--- config.mk ---
export PLATFORM = sky130hd
export DESIGN_NAME = uart_tx_fifo
export DESIGN_NICKNAME = d
export VERILOG_FILES = /design/src/rtl/uart_tx_fifo.sv
export SDC_FILE = /design/constraint.sdc
export NUM_CORES = 1
export LEC_CHECK = 0
export CORE_MARGIN = 2
export CORE_UTILIZATION = 65
export CTS_CLUSTER_SIZE = 25
export DETAILED_ROUTE_END_ITERATION = 7
export PLACE_DENSITY = 0.84
export RECOVER_POWER = 50
export SYNTH_ARGS = -nofsm -noshare
export SYNTH_HDL_FRONTEND = slang
export SYNTH_SLANG_ARGS = --single-unit
--- constraint.sdc ---
create_clock -name clk -period 6.8 [get_ports clk]
set_input_delay 0.68 -clock clk [delete_from_list [all_inputs] [get_ports clk]]
set_output_delay 0.68 -clock clk [all_outputs]
set_load 0.05 [all_outputs]
--- src/rtl/uart_tx_fifo.sv ---
// ---------------------------------------------------------------------------
// uart_tx_fifo
//   Buffered 8N1 UART transmitter. Bytes pushed on wr_en are held in a
//   circular FIFO and sent LSB-first on tx with one start bit (0) and one
//   stop bit (1). Successive frames run back-to-back with no idle gap.
//
// Parameters
//   CLK_FREQ            system clock in Hz
//   BAUD_RATE           line rate; BAUD_TICKS = CLK_FREQ/BAUD_RATE (>= 1)
//   FIFO_DEPTH_BITWIDTH FIFO holds 2^N bytes
//
// Ports
//   clk       in   system clock, rising edge
//   rst       in   asynchronous reset, active-high
//   wr_en     in   push wr_data this cycle (accepted only if full == 0)
//   wr_data   in   byte to transmit
//   full      out  FIFO holds 2^N bytes; writes are dropped
//   overflow  out  sticky: a write arrived while full; cleared only by rst
//   busy      out  FIFO non-empty or frame in progress
//   count     out  bytes queued (excluding the one in the shifter)
//   tx        out  serial line, idle high
// ---------------------------------------------------------------------------
module uart_tx_fifo #(
    parameter int CLK_FREQ            = 20_250_000,
    parameter int BAUD_RATE           = 9600,
    parameter int FIFO_DEPTH_BITWIDTH = 3
) (
    input  logic                         clk,
    input  logic                         rst,
    input  logic                         wr_en,
    input  logic [7:0]                   wr_data,
    output logic                         full,
    output logic                         overflow,
    output logic                         busy,
    output logic [FIFO_DEPTH_BITWIDTH:0] count,
    output logic                         tx
);

    localparam int N          = FIFO_DEPTH_BITWIDTH;
    localparam int DEPTH      = 1 << N;
    localparam int BAUD_TICKS = CLK_FREQ / BAUD_RATE;
    // One-bit counter even when BAUD_TICKS == 1; it then simply stays at 0
    // and every cycle is a bit end.
    localparam int BAUD_W     = (BAUD_TICKS > 1) ? $clog2(BAUD_TICKS) : 1;

    localparam logic [BAUD_W-1:0] BAUD_LAST = BAUD_W'(BAUD_TICKS - 1);
    localparam logic [N:0]        DEPTH_CNT = (N+1)'(DEPTH);

    typedef enum logic [1:0] {
        IDLE  = 2'd0,
        START = 2'd1,
        DATA  = 2'd2,
        STOP  = 2'd3
    } state_t;

    // ---------------------------------------------------------------
    // Storage and registers
    // ---------------------------------------------------------------
    logic [7:0]        mem [DEPTH];

    state_t            state_reg,    state_next;
    logic [BAUD_W-1:0] baud_reg,     baud_next;
    logic [2:0]        bit_reg,      bit_next;
    logic [7:0]        shift_reg,    shift_next;
    logic              tx_reg,       tx_next;
    logic [N-1:0]      wr_ptr_reg,   wr_ptr_next;
    logic [N-1:0]      rd_ptr_reg,   rd_ptr_next;
    logic [N:0]        count_reg,    count_next;
    logic              full_reg,     full_next;
    logic              overflow_reg, overflow_next;
    logic              busy_reg,     busy_next;

    logic              push;
    logic              pop;
    logic              bit_end;
    logic              queued;

    // Fullness is judged on the registered (pre-edge) value, so a pop in
    // the same cycle never rescues a write that arrives while full.
    assign push    = wr_en && !full_reg;
    assign bit_end = (baud_reg == BAUD_LAST);
    assign queued  = (count_reg != '0);

    // ---------------------------------------------------------------
    // FIFO write port (no reset: plain RAM contents)
    // ---------------------------------------------------------------
    always_ff @(posedge clk) begin
        if (push) begin
            mem[wr_ptr_reg] <= wr_data;
        end
    end

    // ---------------------------------------------------------------
    // State register
    // ---------------------------------------------------------------
    always_ff @(posedge clk or posedge rst) begin
        if (rst) begin
            state_reg    <= IDLE;
            baud_reg     <= '0;
            bit_reg      <= '0;
            shift_reg    <= '0;
            tx_reg       <= 1'b1;
            wr_ptr_reg   <= '0;
            rd_ptr_reg   <= '0;
            count_reg    <= '0;
            full_reg     <= 1'b0;
            overflow_reg <= 1'b0;
            busy_reg     <= 1'b0;
        end else begin
            state_reg    <= state_next;
            baud_reg     <= baud_next;
            bit_reg      <= bit_next;
            shift_reg    <= shift_next;
            tx_reg       <= tx_next;
            wr_ptr_reg   <= wr_ptr_next;
            rd_ptr_reg   <= rd_ptr_next;
            count_reg    <= count_next;
            full_reg     <= full_next;
            overflow_reg <= overflow_next;
            busy_reg     <= busy_next;
        end
    end

    // ---------------------------------------------------------------
    // Transmit FSM: next state, line value, shifter, baud timing
    // ---------------------------------------------------------------
    always_comb begin
        state_next = state_reg;
        baud_next  = baud_reg;
        bit_next   = bit_reg;
        shift_next = shift_reg;
        tx_next    = tx_reg;
        pop        = 1'b0;

        unique case (state_reg)
            IDLE: begin
                tx_next   = 1'b1;
                baud_next = '0;
                if (queued) begin
                    pop        = 1'b1;
                    shift_next = mem[rd_ptr_reg];
                    tx_next    = 1'b0;
                    state_next = START;
                end
            end

            START: begin
                if (bit_end) begin
                    baud_next  = '0;
                    tx_next    = shift_reg[0];
                    bit_next   = '0;
                    state_next = DATA;
                end else begin
                    baud_next = baud_reg + 1'b1;
                end
            end

            DATA: begin
                if (bit_end) begin
                    baud_next = '0;
                    if (bit_reg == 3'd7) begin
                        tx_next    = 1'b1;
                        state_next = STOP;
                    end else begin
                        // The bit being put on the line is the one that
                        // becomes shift_reg[0] after this shift.
                        shift_next = shift_reg >> 1;
                        tx_next    = shift_reg[1];
                        bit_next   = bit_reg + 1'b1;
                    end
                end else begin
                    baud_next = baud_reg + 1'b1;
                end
            end

            STOP: begin
                if (bit_end) begin
                    baud_next = '0;
                    if (queued) begin
                        // Chain directly into the next start bit.
                        pop        = 1'b1;
                        shift_next = mem[rd_ptr_reg];
                        tx_next    = 1'b0;
                        state_next = START;
                    end else begin
                        tx_next    = 1'b1;
                        state_next = IDLE;
                    end
                end else begin
                    baud_next = baud_reg + 1'b1;
                end
            end

            default: begin
                state_next = IDLE;
                tx_next    = 1'b1;
                baud_next  = '0;
            end
        endcase
    end

    // ---------------------------------------------------------------
    // FIFO bookkeeping and registered status outputs
    // ---------------------------------------------------------------
    always_comb begin
        wr_ptr_next   = wr_ptr_reg;
        rd_ptr_next   = rd_ptr_reg;
        count_next    = count_reg;
        overflow_next = overflow_reg | (wr_en & full_reg);

        if (push) begin
            wr_ptr_next = wr_ptr_reg + 1'b1;
        end
        if (pop) begin
            rd_ptr_next = rd_ptr_reg + 1'b1;
        end

        unique case ({push, pop})
            2'b10:   count_next = count_reg + 1'b1;
            2'b01:   count_next = count_reg - 1'b1;
            default: count_next = count_reg;
        endcase

        // Status flags are computed from next-state values so that the
        // registered outputs agree with count/state in the same cycle.
        full_next = (count_next == DEPTH_CNT);
        busy_next = (count_next != '0) || (state_next != IDLE);
    end

    assign tx       = tx_reg;
    assign full     = full_reg;
    assign overflow = overflow_reg;
    assign busy     = busy_reg;
    assign count    = count_reg;

endmodule

==> out/qor.txt <==
peak supply drop -> 219 uV
clock root buffer -> sky130_fd_sc_hd__clkbuf_8
Period Utilization, post-route -> 47.6%
Synthesis Warnings -> 0
Largest register FFs -> 64
number of flip-flops and latches in the synthesized netlist -> 103
highest net fanout along the worst path -> 9
actual transition at the worst max-transition pin -> 2.07 ns
Worst Path Arrival -> 3.53 ns
Core Area -> 0.00687 sq mm
number of flops mapped to enable cells by yosys -> 64
max-slew violation total from the final report -> 40
initial antenna violation count -> 0
sequential area share after synthesis -> 62.2%
Layout Skew -> 0.0129 ns
die outline height -> 88.7 um
relative area change from synthesis to final layout -> 10.1%
Clock Path Buffers -> 2
Worst Path Required -> 7.09 ns
Iteration-0 DRC Markers -> 171
shortest period the worst path allows -> 3.24 ns
sum of negative setup slack -> 0 ns
leading cell types in the layout, fill and taps excluded -> sky130_fd_sc_hd__edfxtp_1, sky130_fd_sc_hd__dfrtp_1, sky130_fd_sc_hd__nor2_1, sky130_fd_sc_hd__nand2_1, sky130_fd_sc_hd__mux4_2
final WL -> 8380 um
Synth cell types -> 56
tightest slew margin relative to the limit -> -38.1%
count of unresolved DRC violations after routing -> 0
Synth Net Count -> 342
number of failing hold endpoints at the final stage -> 0
min-delay worst type -> reg2reg
post-CTS setup repair buffer count -> 0
clock latency at the later pin of the worst-skew pair -> 0.37 ns
unrepaired setup endpoints after global routing -> false
number of buffers created by CTS -> 9
total chip power -> 0.00200 W
max-capacitance violation count -> 1
clock tree from TritonCTS -> done
final setup violating endpoints -> 0
maximum clock frequency -> 309 MHz
wire length of the first global-routing pass -> 13400 um
starting density of the core -> 67.8%
total of fill cells in the finished design -> 433
IO buf count -> 18
htree depth -> 3
sinks on the clock net -> 103
cell count after placement -> 423
diode count -> 0
first drt pass iteration count -> 4
layout cell share with drive strength beyond 1 -> 16.9%
number of vias in the routed layout -> 2664
number of buffers added to fix hold violations after cts -> 0
Die Footprint -> 0.00786 sq mm
Wirelength per Cell -> 19.1 um
Avg Inst Size Synth -> 14.7 sq um
total standard cell area after synthesis -> 0.00466 sq mm
Post-synth top flop -> sky130_fd_sc_hd__edfxtp_1
Via density -> 6.07
largest net degree at the start of global routing -> 40
count of non-filler cells in the finished layout -> 439
cell count after synthesis -> 318
Static Leak -> 1.90 nW
areal power density over the cells -> 391 mW/mm^2
die extent in x -> 88.7 um
final HPWL from detailed placement -> 5600 um
number of global-route vias before repair -> 2631
final antenna-violating net count -> 0
path type of the worst setup path -> in2reg
failing checks -> capacitance limit, slew limit
PostCTS Resize Cnt -> 0
clock slew seen by the registers of the worst setup and hold paths -> 0.10 ns
nature of the critical path endpoint -> flip-flop
gp weighted congestion -> 0.840
nets -> 362
Tot GR Track Use -> 23.3%
I/O pin total -> 19
status -> complete, but fails checks
startpoint type of the worst setup path -> input port
remaining global-route overflow -> 0
fraction of registers with async set/reset -> 37.9%
most frequent standard cell in the layout excluding fill and tap cells -> sky130_fd_sc_hd__edfxtp_1
Core Rows -> 30
fraction of the core area covered by cells at the end of the flow -> 74.7%
-- synthesized netlist by cell type (3+ instances only) --
cell                       count  area share (%)
sky130_fd_sc_hd__mux2i_1      11             2.4
sky130_fd_sc_hd__ha_1         13             3.5
sky130_fd_sc_hd__o21ai_0      11             1.2
sky130_fd_sc_hd__mux2_2       12             2.9
sky130_fd_sc_hd__nand2b_1      6            0.81
sky130_fd_sc_hd__nor2_1       25             2.0
sky130_fd_sc_hd__nor3_1        8            0.86
sky130_fd_sc_hd__xnor2_1       9             1.7
sky130_fd_sc_hd__nand2_1      23             1.9
sky130_fd_sc_hd__clkbuf_1      5            0.40
sky130_fd_sc_hd__xor2_1        7             1.3
sky130_fd_sc_hd__nor4_1        3            0.40
sky130_fd_sc_hd__inv_1        10            0.81
sky130_fd_sc_hd__nand3_1       8            0.86
sky130_fd_sc_hd__a21oi_1       3            0.32
sky130_fd_sc_hd__mux4_2       16             7.7
sky130_fd_sc_hd__and3_1        3            0.40
sky130_fd_sc_hd__edfxtp_1     64              41
sky130_fd_sc_hd__dfrtp_1      38              20
-- through the flow --
step                hold WS (ns)  instance area [sq um]  setup slack, ns
floorplan                  0.455                   4660             3.97
global placement           0.452                   4920             3.49
detailed placement         0.447                   4920             3.31
CTS                        0.472                   5130             3.60
global route               0.486                   5130             3.37
finish                     0.472                   5130             3.56
-- where the power goes --
group / switching, W / leakage [nW] / internal (W)
sequential: 0.000151 / 1.07 / 0.000796
combinational: 0.000343 / 0.727 / 0.000336
clock: 0.000231 / 0.102 / 0.000148
total: 0.000725 / 1.90 / 0.00128
-- routing by layer --
layer | track usage (%) | vias to the layer above | part of all wire, %
li1 | - | 1237 | -
met1 | 33.0 | 1341 | 45
met2 | 36.8 | 79 | 49
met3 | 6.44 | 7 | 4.7
met4 | 5.10 | 0 | 1.0
met5 | 0 | - | 0
-- area by class of cell --
cell class	instances	area, sq um	area share, %
tap	96	120	2.34
inverter	10	37.5	0.732
timing repair buffer	21	199	3.88
sequential	103	2900	56.5
clock buffer	9	124	2.41
multi-input combinational	193	1660	32.4
clock inverter	7	87.6	1.71
-- kinds of logic after synthesis --
kind of cell / after synthesis / synth area share (%)
AO/OA/AOI/OAI: 31 / 4.78
XOR/XNOR: 16 / 3.01
adder cells (fa/ha/maj): 13 / 3.49
buffers and inverters: 22 / 2.09
flip-flops: 103 / 62.2
multiplexers: 39 / 13.0
AND/OR/NAND/NOR: 94 / 11.4
-- path summary, 6_finish.rpt --
| path | startpoint | end | slack, ns | cells past startpoint |
|---|---|---|---|---|
| max in group asynchronous | rst | shift_reg[1]$_DFFE_PP0P_ | 4.12 | 3 |
| worst max register to register | baud_reg[0]$_DFF_PP0_ | full$_DFF_PP0_ | 3.58 | 11 |
| worst min register to register | overflow$_DFF_PP0_ | overflow$_DFF_PP0_ | 0.47 | 1 |
| worst min-delay path | overflow$_DFF_PP0_ | overflow$_DFF_PP0_ | 0.47 | 1 |
| min in group asynchronous | rst | overflow$_DFF_PP0_ | 1.49 | 3 |
| worst max-delay path | wr_en | full$_DFF_PP0_ | 3.56 | 9 |
-- worst max-delay path, stage by stage --
cell                            delay [ns]
sky130_fd_sc_hd__dlygate4sd3_1        0.54
sky130_fd_sc_hd__nor2b_1              0.49
sky130_fd_sc_hd__inv_1                0.17
sky130_fd_sc_hd__ha_1                 0.30
sky130_fd_sc_hd__a21oi_1              0.35
sky130_fd_sc_hd__mux2_2               0.39
sky130_fd_sc_hd__nor3_1               0.23
sky130_fd_sc_hd__o41a_1               0.21
sky130_fd_sc_hd__nor3b_1              0.17
Note: power is estimated with default switching activity, not from simulation.
